--- config.mk ---
export PLATFORM = sky130hd
export DESIGN_NAME = key_scan_ctrl
export DESIGN_NICKNAME = d
export VERILOG_FILES = /design/src/rtl/key_pkg.sv /design/src/rtl/key_evt_fifo.sv /design/src/rtl/key_scan_ctrl.sv
export SDC_FILE = /design/constraint.sdc
export NUM_CORES = 1
export LEC_CHECK = 0
export CELL_PAD_IN_SITES_DETAIL_PLACEMENT = 1
export CELL_PAD_IN_SITES_GLOBAL_PLACEMENT = 1
export CORE_MARGIN = 4
export CORE_UTILIZATION = 48
export DETAILED_ROUTE_END_ITERATION = 6
export DONT_BUFFER_PORTS = 1
export MAX_ROUTING_LAYER = met4
export PLACE_DENSITY = 0.85
export SLEW_MARGIN = 20
export SYNTH_ARGS = -nofsm -noshare
export SYNTH_HDL_FRONTEND = slang
export SYNTH_HIERARCHICAL = 1
export SYNTH_SLANG_ARGS = --single-unit
--- constraint.sdc ---
create_clock -name clk_100M -period 3.1 [get_ports clk_100M]
set_input_delay 0.62 -clock clk_100M [delete_from_list [all_inputs] [get_ports clk_100M]]
set_output_delay 0.62 -clock clk_100M [all_outputs]
set_load 0.01 [all_outputs]
--- src/rtl/key_pkg.sv ---
// Shared types and constants for the multi-key scan controller and its event queue.
package key_pkg;

    // 10 ms of stable level at 100 MHz
    localparam int unsigned DEBOUNCE_CYC_100M = 1000000;

    // Widest key index supported (NUM_KEYS up to 8)
    localparam int KEY_IDX_W = 3;

    localparam logic [1:0] SCAN     = 2'd0;
    localparam logic [1:0] DEBOUNCE = 2'd1;
    localparam logic [1:0] COMMIT   = 2'd2;

    typedef enum logic [1:0] {
        ST_SCAN     = SCAN,
        ST_DEBOUNCE = DEBOUNCE,
        ST_COMMIT   = COMMIT
    } scan_state_e;

    typedef struct packed {
        logic [KEY_IDX_W-1:0] key;
        logic                 press;
    } key_evt_t;

endpackage

--- src/rtl/key_evt_fifo.sv ---
// Synchronous event FIFO with registered head; push and pop may occur together,
// including when full.
module key_evt_fifo
    import key_pkg::*;
#(
    parameter int DEPTH = 4
) (
    input  logic     clk,
    input  logic     rst_n,
    input  logic     push,
    input  key_evt_t push_data,
    input  logic     ready,
    output logic     valid,
    output key_evt_t head,
    output logic     full
);

    localparam int PW = (DEPTH > 1) ? $clog2(DEPTH) : 1;

    key_evt_t      mem [DEPTH];
    logic [PW-1:0] rd_ptr;
    logic [PW-1:0] wr_ptr;
    logic [PW:0]   count;

    logic          pop;
    logic          do_push;
    logic [PW-1:0] rd_next;
    logic [PW:0]   count_after_pop;

    assign full            = (count == (PW+1)'(DEPTH));
    assign pop             = valid && ready;
    assign do_push         = push && (!full || pop);
    assign rd_next         = pop ? rd_ptr + 1'b1 : rd_ptr;
    assign count_after_pop = count - (PW+1)'(pop);

    // NOTE: storage carries no reset; occupancy is tracked by count, so stale
    // entries are never presented and resetting the array would only cost logic.
    always_ff @(posedge clk) begin
        if (do_push) begin
            mem[wr_ptr] <= push_data;
        end
    end

    always_ff @(posedge clk) begin
        if (!rst_n) begin
            rd_ptr <= '0;
            wr_ptr <= '0;
            count  <= '0;
            valid  <= 1'b0;
            head   <= '0;
        end else begin
            rd_ptr <= rd_next;
            if (do_push) begin
                wr_ptr <= wr_ptr + 1'b1;
            end
            count <= count_after_pop + (PW+1)'(do_push);
            valid <= (count_after_pop != '0) || do_push;
            // Head comes from storage unless the queue drains and the new push becomes head
            if (count_after_pop == '0) begin
                if (do_push) begin
                    head <= push_data;
                end
            end else begin
                head <= mem[rd_next];
            end
        end
    end

endmodule

--- src/rtl/key_scan_ctrl.sv ---
// Round-robin multi-key debouncer sharing one timer, with a queued event output.
// Define KEY_SCAN_RELEASE_EN to queue release edges as well as presses.
module key_scan_ctrl
    import key_pkg::*;
#(
    parameter int NUM_KEYS     = 4,
    parameter int DEBOUNCE_CYC = DEBOUNCE_CYC_100M,
    parameter int FIFO_DEPTH   = 4
) (
    input  logic                        clk_100M,
    input  logic                        rst,
    input  logic [NUM_KEYS-1:0]         key_in,
    output logic                        evt_valid,
    input  logic                        evt_ready,
    output logic [$clog2(NUM_KEYS)-1:0] evt_key,
    output logic                        evt_press,
    output logic [NUM_KEYS-1:0]         key_state,
    output logic                        busy
);

    localparam int IDX_W = $clog2(NUM_KEYS);
    localparam int TMR_W = (DEBOUNCE_CYC > 1) ? $clog2(DEBOUNCE_CYC) : 1;

    logic [NUM_KEYS-1:0] sync_meta;
    logic [NUM_KEYS-1:0] sync;
    logic [NUM_KEYS-1:0] stable;
    logic [1:0]          state;
    logic [IDX_W-1:0]    ptr;
    logic [IDX_W-1:0]    idx;
    logic [TMR_W-1:0]    timer;

    logic                found;
    logic [IDX_W-1:0]    found_idx;
    logic                want_push;
    logic                can_commit;
    logic                push;
    logic                pop;
    logic                fifo_full;
    key_evt_t            push_evt;
    key_evt_t            head;
    logic                head_unused;

    function automatic logic [IDX_W-1:0] rr_idx(input logic [IDX_W-1:0] base,
                                                 input int unsigned     off);
        int unsigned sum;
        sum = 32'(base) + off;
        if (sum >= unsigned'(NUM_KEYS)) begin
            sum = sum - unsigned'(NUM_KEYS);
        end
        return IDX_W'(sum);
    endfunction

    // NOTE: every always_comb output gets a default before any branch so no latch
    // is inferred; combinational code uses blocking '=', clocked code uses '<='.
    always_comb begin
        found     = 1'b0;
        found_idx = ptr;
        for (int k = 0; k < NUM_KEYS; k++) begin
            if (!found && (sync[rr_idx(ptr, k)] != stable[rr_idx(ptr, k)])) begin
                found     = 1'b1;
                found_idx = rr_idx(ptr, k);
            end
        end
    end

`ifdef KEY_SCAN_RELEASE_EN
    assign want_push = 1'b1;
`else
    // Releases only update key_state, so they never wait on the queue
    assign want_push = ~stable[idx];
`endif

    assign pop            = evt_valid && evt_ready;
    assign can_commit     = !want_push || !fifo_full || pop;
    assign push           = (state == COMMIT) && want_push && can_commit;
    assign push_evt.key   = KEY_IDX_W'(idx);
    assign push_evt.press = ~stable[idx];

    always_ff @(posedge clk_100M) begin
        if (!rst) begin
            sync_meta <= '0;
            sync      <= '0;
            stable    <= '0;
            state     <= SCAN;
            ptr       <= '0;
            idx       <= '0;
            timer     <= '0;
        end else begin
            sync_meta <= key_in;
            sync      <= sync_meta;
            case (state)
                SCAN: begin
                    if (found) begin
                        idx   <= found_idx;
                        timer <= '0;
                        state <= DEBOUNCE;
                    end
                end
                DEBOUNCE: begin
                    if (sync[idx] == stable[idx]) begin
                        ptr   <= rr_idx(idx, 1);
                        state <= SCAN;
                    end else if (timer == TMR_W'(DEBOUNCE_CYC - 1)) begin
                        state <= COMMIT;
                    end else begin
                        timer <= timer + 1'b1;
                    end
                end
                COMMIT: begin
                    if (can_commit) begin
                        stable[idx] <= ~stable[idx];
                        ptr         <= rr_idx(idx, 1);
                        state       <= SCAN;
                    end
                end
                default: state <= SCAN;
            endcase
        end
    end

    key_evt_fifo #(
        .DEPTH (FIFO_DEPTH)
    ) u_fifo (
        .clk       (clk_100M),
        .rst_n     (rst),
        .push      (push),
        .push_data (push_evt),
        .ready     (evt_ready),
        .valid     (evt_valid),
        .head      (head),
        .full      (fifo_full)
    );

    assign evt_key     = head.key[IDX_W-1:0];
`ifdef KEY_SCAN_RELEASE_EN
    assign evt_press   = head.press;
`else
    assign evt_press   = 1'b1;
`endif
    // Upper index bits and, without release events, the press bit go unread
    assign head_unused = ^{head.key, head.press};

    assign key_state = stable;
    assign busy      = (state == DEBOUNCE) || (state == COMMIT);

endmodule

==> impl_results.md, run 1 <==
* Status: complete, no violations
* Pleak at 0.00114 uW
* Dpl hpwl at 4830 um
* Max-cap violations at 0
* Die Ht at 87.4 um
* Reg-to-reg critical path endpoint: u_fifo/count[2]$_SDFF_PN0_
* Row cnt at 28
* Largest net degree at the start of global routing at 25
* Crit-path max cell delay at 650 ps
* RSZ-0062 raised after global routing: no
* Final Instance Count excl. Fillers at 385
* P&R area growth vs syn at 3.43%
* Seq pwr share at a little over half
* Max Root-Sink Buffers at 2
* Power Dens Cells at 505 nW/um^2
* Clock slew at reported path FFs at 90 ps
* Post-synthesis net count at 335
* Layout cell share with drive strength beyond 1 at 11.6%
* DRT Pass-1 Iters at 4
* WHS at between 400 and 500 ps
* Endpoints failing hold at 0
* Slew HR at between 40% and 50%
* Final setup vio count at 0
* Fmax achieved at 0.370 GHz
* DR iter-0 viols at 131
* Total routed wirelength at 6350 um
* Die Wd at 87.4 um
* Hold Crit Start: rst
* Setup Buffers After CTS at 0
* Final TNS setup at 0 ps
* Number of cells on the worst reg-to-reg path at 9
* Worst-Skew Late Latency at 310 ps
* Critical Path RT at 3320 ps
* Initial Util at 50.3%
* Combinational share of power at 19.8%
* Number of diodes at 0
* Clk sinks at 56
* Max-slew violation count at 0
* R2r startpoint: key_state[1]$_SDFFE_PN0P_
* Grt total ovfl at 0
* Fillers at 690
* Vias in the first global route at 2,369
* First-pass GRT wire length at 11,000 um
* Clock root cell: clkbuf_8
* Worst Setup End Kind: register
* Max Clock Skew at approximately 8.5 ps
* Tightest Hold Check Type: input port to register
* Initial antenna violation count at 0
* Metal1 wirelength at 2880 um
* Wire per inst at 16.5 um
* Net Switching at between 400 and 500 uW
* WL met3 at 132 um
* CTS tree: yes
* Net Sw Frac at between 20% and 30%
* Worst slew pin tran at 874 ps
* H-tree Lvls at 2
* Routed wl met2 at 3230 um
* Post-CTS Hold Buffers at 0
* Crit path DAT at 2920 ps
* Top layer in use: met4
* Worst-path maximum fanout at 10
* Final net count at 332
* CTS resizes at 0
* Post-DRT Antenna Nets at 0
* Post-Syn Instances at 312
* All-layer global routing usage at 18.9%
* Input/output buffers at 0
* Core Box Area at 6030 sq um
* Placed cell count at 377
* Ys Warns at 6
* Final worst path period share at 87.1%
* CP Cell Sequence: mux4_1 > a211oi_1 > nor2b_1 > and2_1 > a21boi_2 > ha_1 > ha_1 > xnor2_1 > and2_1
* Hold path depth at 1
* Critical-path top delay cell: mux4_1
* TritonCTS Buffers at 5
* Critical path class: register to register
* Reg2Reg Setup Slack at 400 ps
* I/O pin cnt at 16
* Synth Area per Inst at between 9 and 10 sq um
* DRC errors left at 0
* Minimum clock period at 2700 ps
* Hold Path Sink: sync_meta[0]$_SDFF_PN0_
* Placer Congestion at ~0.78
* Vias per cell at 5.89
* Clock power share at 27.1%
* Via count at 2,266
* Die Area at ~7600 sq um
* Internal at around 1100 uW
* Worst VDD drop at around 230 uV
* Synthesized area at 3030 sq um
* CP Launch Type: register
[how the worst max path moves through the flow]
stage	from	cells past startpoint	endpoint	slack, ps
after detailed placement	key_state[1]$_SDFFE_PN0P_	9	u_fifo/count[2]$_SDFF_PN0_	420
final	key_state[1]$_SDFFE_PN0P_	9	u_fifo/count[2]$_SDFF_PN0_	400
after CTS	key_state[1]$_SDFFE_PN0P_	9	u_fifo/count[2]$_SDFF_PN0_	400
after floorplan	idx[0]$_SDFFE_PN0P_	10	u_fifo/count[2]$_SDFF_PN0_	420
after global routing	key_state[2]$_SDFFE_PN0P_	9	u_fifo/count[2]$_SDFF_PN0_	230
after global placement	key_state[1]$_SDFFE_PN0P_	9	u_fifo/count[2]$_SDFF_PN0_	510
[state kept, by name, indices dropped and copies added (netlist names)]
| register | count |
|---|---|
| u_fifo/count | 3 |
| u_fifo/mem | 8 |
| timer | 20 |
| sync | 4 |
| ptr | 2 |
| u_fifo/rd_ptr | 2 |
| sync_meta | 4 |
| u_fifo/valid | 1 |
| u_fifo/wr_ptr | 2 |
| idx | 2 |
| key_state | 4 |
| u_fifo/head | 2 |
| state | 2 |
[stage by stage]
step	cell area [sq um]	utilization, %	setup slack, ps	power (uW)
after global placement	3030	50.3	508	1150
after CTS	3130	52.0	402	1600
after detailed placement	3030	50.3	423	1170
final	3130	52.0	399	1580
after global routing	3130	52.0	227	1670
after floorplan	3030	-	422	1120
[power by group through the flow]
stage | combinational, uW | clock, uW | sequential [uW]
2_1_floorplan | 284 | 0 | 837
3_3_place_gp | 298 | 0 | 855
3_5_place_dp | 312 | 0 | 859
4_1_cts | 313 | 444 | 842
5_1_grt | 351 | 475 | 847
6_report | 313 | 429 | 840
[cells in the final DEF, fill, tap and decap left out, types with 2 or more instances in the layout]
master    instances
ha_1             16
and2_1           20
a21oi_1          18
and3_2            2
o211ai_1          2
a21o_1            2
or4_1             3
o21ai_1           3
or3_1             6
nor3_1            3
nor2_1           18
nand3_1          14
dfxtp_1          48
and2_2            2
nor2b_1           2
a311oi_1          4
inv_1            18
a21oi_2           2
clkbuf_8          7
o32ai_1           2
and3_1            2
a31o_2            2
nand2_1          22
a211oi_1          4
xor2_2            2
edfxtp_1          8
xor2_1            5
nand4_1           3
o31ai_1           3
o211a_1           2
mux2i_1          13
o21ai_0          12
buf_4             3
xnor2_1          10
[layout make-up]
type                    count  area, sq um  share of cell area [%]
repair buffers              3         22.5                   0.719
clock buffers               8          100                    3.19
inverters                  19         71.3                    2.28
well taps                  75         93.8                    3.00
multi-input cells         224         1640                    52.5
flip-flops and latches     56         1200                    38.3
[metal layers]
metal | global-route usage, % | up-vias
li1 | - | 1104
met1 | 23.0 | 1121
met2 | 31.6 | 29
met3 | 2.84 | 12
met4 | 6.69 | 0
met5 | - | -
[worst max-delay path: cells and delay by family, from the launching register on]
family                     cells  cell delay (ps)
AOI/OAI and AO/OA              2              530
xor gates and xnor gates       1              120
DFF                            1              390
muxes                          1              650
adders and majority gates      2              450
and+or+nand+nor                3              470
No activity file was read; power rests on OpenSTA's default activity.
==> inputs of run 2 (changes only) <==
--- a/config.mk
+++ b/config.mk
@@ -5,6 +5,7 @@
 export SDC_FILE = /design/constraint.sdc
 export NUM_CORES = 1
 export LEC_CHECK = 0
+export ABC_CLOCK_PERIOD_IN_PS = 2800
 export CELL_PAD_IN_SITES_DETAIL_PLACEMENT = 1
 export CELL_PAD_IN_SITES_GLOBAL_PLACEMENT = 1
 export CORE_MARGIN = 4
==> constraint.sdc (replaced) <==
create_clock -name clk_100M -period 2.8 [get_ports clk_100M]
set_input_delay 0.56 -clock clk_100M [delete_from_list [all_inputs] [get_ports clk_100M]]
set_output_delay 0.56 -clock clk_100M [all_outputs]
set_load 0.01 [all_outputs]
==> run 2 against run 1 <==
Count of clock-buffer cells in the layout decreased by 1. Non-clock buffer count grew 4. Clock skew is essentially flat. Largest power group unchanged. Cell area grew 0.72%. Utilization up 0.37 points. Critical path type unchanged. Sequential cell count unchanged. Via count shrank 0.57%. Highest routed layer unchanged. Register-to-register slack worse by 230 ps.
==> impl_results.md, run 2 (synthesis results as in run 1) <==
* Initial Util at 50.3% (unchanged)
* Setup Buffers After CTS at 0 (unchanged)
* Tightest Hold Check Type: input port to register (unchanged)
* Regs by FF count: timer: 20 flops, u_fifo/mem: 8 flops (unchanged)
* Largest net degree at the start of global routing at 25 (unchanged)
* Met2 Use GR at 33.1% (was 31.6%)
* Pleak at 0.00116 uW (was 0.00114 uW)
* Most Crowded Layer GR: met2 (unchanged)
* Worst Setup End Kind: register (unchanged)
* Placer Congestion at 0.818 (was 0.779)
* Post-CTS Hold Buffers at 0 (unchanged)
* Commonest non-fill, non-tap cell in the layout: dfxtp_1 (unchanged)
* Number of cells on the worst reg-to-reg path at 9 (unchanged)
* Fillers at 700 (was 690)
* I/O pin cnt at 16 (unchanged)
* Clock root cell: clkbuf_8 (unchanged)
* CTS tree: yes (unchanged)
* Crit path DAT at 2850 ps (was 2920 ps)
* Max Root-Sink Buffers at 2 (unchanged)
* Max-slew violation count at 0 (unchanged)
* Row cnt at 28 (unchanged)
* DRC errors left at 0 (unchanged)
* Die Wd at 87.4 um (unchanged)
* Fmax achieved at 0.380 GHz (was 0.370 GHz)
* Initial antenna violation count at 0 (unchanged)
* First-pass GRT wire length at 12,000 um (was 11,000 um)
* Post-layout util at 52.4% (was 52.0%)
* Slew HR at 52.8% (was 41.7%)
* Met3 usage at 3.22% (was 2.84%)
* Clock slew at reported path FFs at 100 ps (was 90 ps)
* Worst-path maximum fanout at 10 (unchanged)
* DR iter-0 viols at 119 (was 131)
* All-layer global routing usage at 20.3% (was 18.9%)
* Pwr Total at 1750 uW (was 1580 uW)
* Wire per inst at 17.2 um (was 16.5 um)
* Max Clock Skew at 8.07 ps (was 8.52 ps)
* Final net count at 336 (was 332)
* Hold Crit Start: rst (unchanged)
* Die Ht at 87.4 um (unchanged)
* Met1 usage at 25.9% (was 23.0%)
* Final TNS setup at 0 ps (unchanged)
* Dpl hpwl at 4860 um (was 4830 um)
* Minimum clock period at 2630 ps (was 2700 ps)
* Total routed wirelength at 6700 um (was 6350 um)
* Max-cap violations at 0 (unchanged)
* Worst slew pin tran at 702 ps (was 874 ps)
* Hold Path Sink: sync[1]$_SDFF_PN0_ (was sync_meta[0]$_SDFF_PN0_)
* Input/output buffers at 0 (unchanged)
* CP Launch Type: register (unchanged)
* Hold path depth at 1 (unchanged)
* Vias in the first global route at 2,384 (was 2,369)
* WHS at 368 ps (was 425 ps)
* Seq. cell area at 1200 sq um (unchanged)
* Endpoints failing hold at 0 (unchanged)
* Vias per cell at 5.79 (was 5.89)
* Via count at 2,253 (was 2,266)
* Number of diodes at 0 (unchanged)
* Multi-input gate area at 1640 sq um (unchanged)
* R2r startpoint: idx[0]$_SDFFE_PN0P_ (was key_state[1]$_SDFFE_PN0P_)
* CTS resizes at 0 (unchanged)
* Core Box Area at 6030 sq um (unchanged)
* Post-DRT Antenna Nets at 0 (unchanged)
* Status: complete, no violations (unchanged)
* Commonest cells after routing, fill and taps aside: dfxtp_1 (48), nand2_1 (22), and2_1 (20) (unchanged)
* H-tree Lvls at 2 (unchanged)
* Final setup vio count at 0 (unchanged)
* Reg2Reg Setup Slack at 170 ps (was 400 ps)
* DRT Pass-1 Iters at 6 (was 4)
* Grt total ovfl at 0 (unchanged)
* Max reg flops at 20 (unchanged)
* Final worst path period share at 94.1% (was 87.1%)
* Die Area at 7650 sq um (unchanged)
* Critical path class: register to register (unchanged)
* Worst VDD drop at 327 uV (was 233 uV)
* TritonCTS Buffers at 5 (unchanged)
* Layout cell share with drive strength beyond 1 at 12.7% (was 11.6%)
* P&R area growth vs syn at 4.17% (was 3.43%)
* RSZ-0062 raised after global routing: no (unchanged)
* Clk sinks at 56 (unchanged)
* Power Dens Cells at 553 nW/um^2 (was 505 nW/um^2)
* Critical Path RT at 3010 ps (was 3320 ps)
* Largest Register: timer (unchanged)
* Worst-Skew Late Latency at 310 ps (about the same)
* Reg-to-reg critical path endpoint: u_fifo/count[2]$_SDFF_PN0_ (unchanged)
run 2: cell count changes in the layout (fill, tap and decap cells not counted):
cell	previous run	this run
buf_4	3	7
inv_4	0	1
clkbuf_8	7	6
run 2: worst max path at each step:
stage	startpoint	end
after global routing	key_state[1]$_SDFFE_PN0P_	u_fifo/count[2]$_SDFF_PN0_
after global placement	key_state[1]$_SDFFE_PN0P_	u_fifo/count[2]$_SDFF_PN0_
after detailed placement	idx[0]$_SDFFE_PN0P_	u_fifo/count[2]$_SDFF_PN0_
final	idx[0]$_SDFFE_PN0P_	u_fifo/count[2]$_SDFF_PN0_
after floorplan	idx[0]$_SDFFE_PN0P_	u_fifo/count[2]$_SDFF_PN0_
after CTS	idx[0]$_SDFFE_PN0P_	u_fifo/count[2]$_SDFF_PN0_
run 2: per-layer routing:
layer | vias to the layer above | wire length (um)
li1 | 1109 | -
met1 | 1097 | 3090
met2 | 37 | 3260
met3 | 10 | 232
met4 | 0 | 118
met5 | - | 0
run 2: power by group:
part	total, uW	switching (uW)	internal [uW]
combinational	351	210	141
clock	466	263	203
sequential	929	62.8	867
run 2: cell type report:
| class | instances | share of cell area [%] |
|---|---|---|
| multi-input cells | 224 | 52.1 |
| flip-flops and latches | 56 | 38.1 |
| well taps | 75 | 2.97 |
| clock buffers | 7 | 2.74 |
| inverters | 19 | 2.26 |
| repair buffers | 7 | 1.67 |
| clock inverters | 1 | 0.198 |
run 2: metrics by stage:
step                      instance area, sq um  std cells  worst slack (ps)
after floorplan                           3030        312               122
after global placement                    3060        381               292
after detailed placement                  3060        381               196
after CTS                                 3160        389               163
after global routing                      3160        389              16.5
final                                     3160        389               166
run 2: critical path, stage by stage, from the launching register on:
cell and delay (ps):
dfxtp_1 370, mux4_1 590, a211oi_1 280, nor2b_1 150, and2_1 170, a21boi_2 220
ha_1 250, ha_1 190, xnor2_1 140, and2_1 160
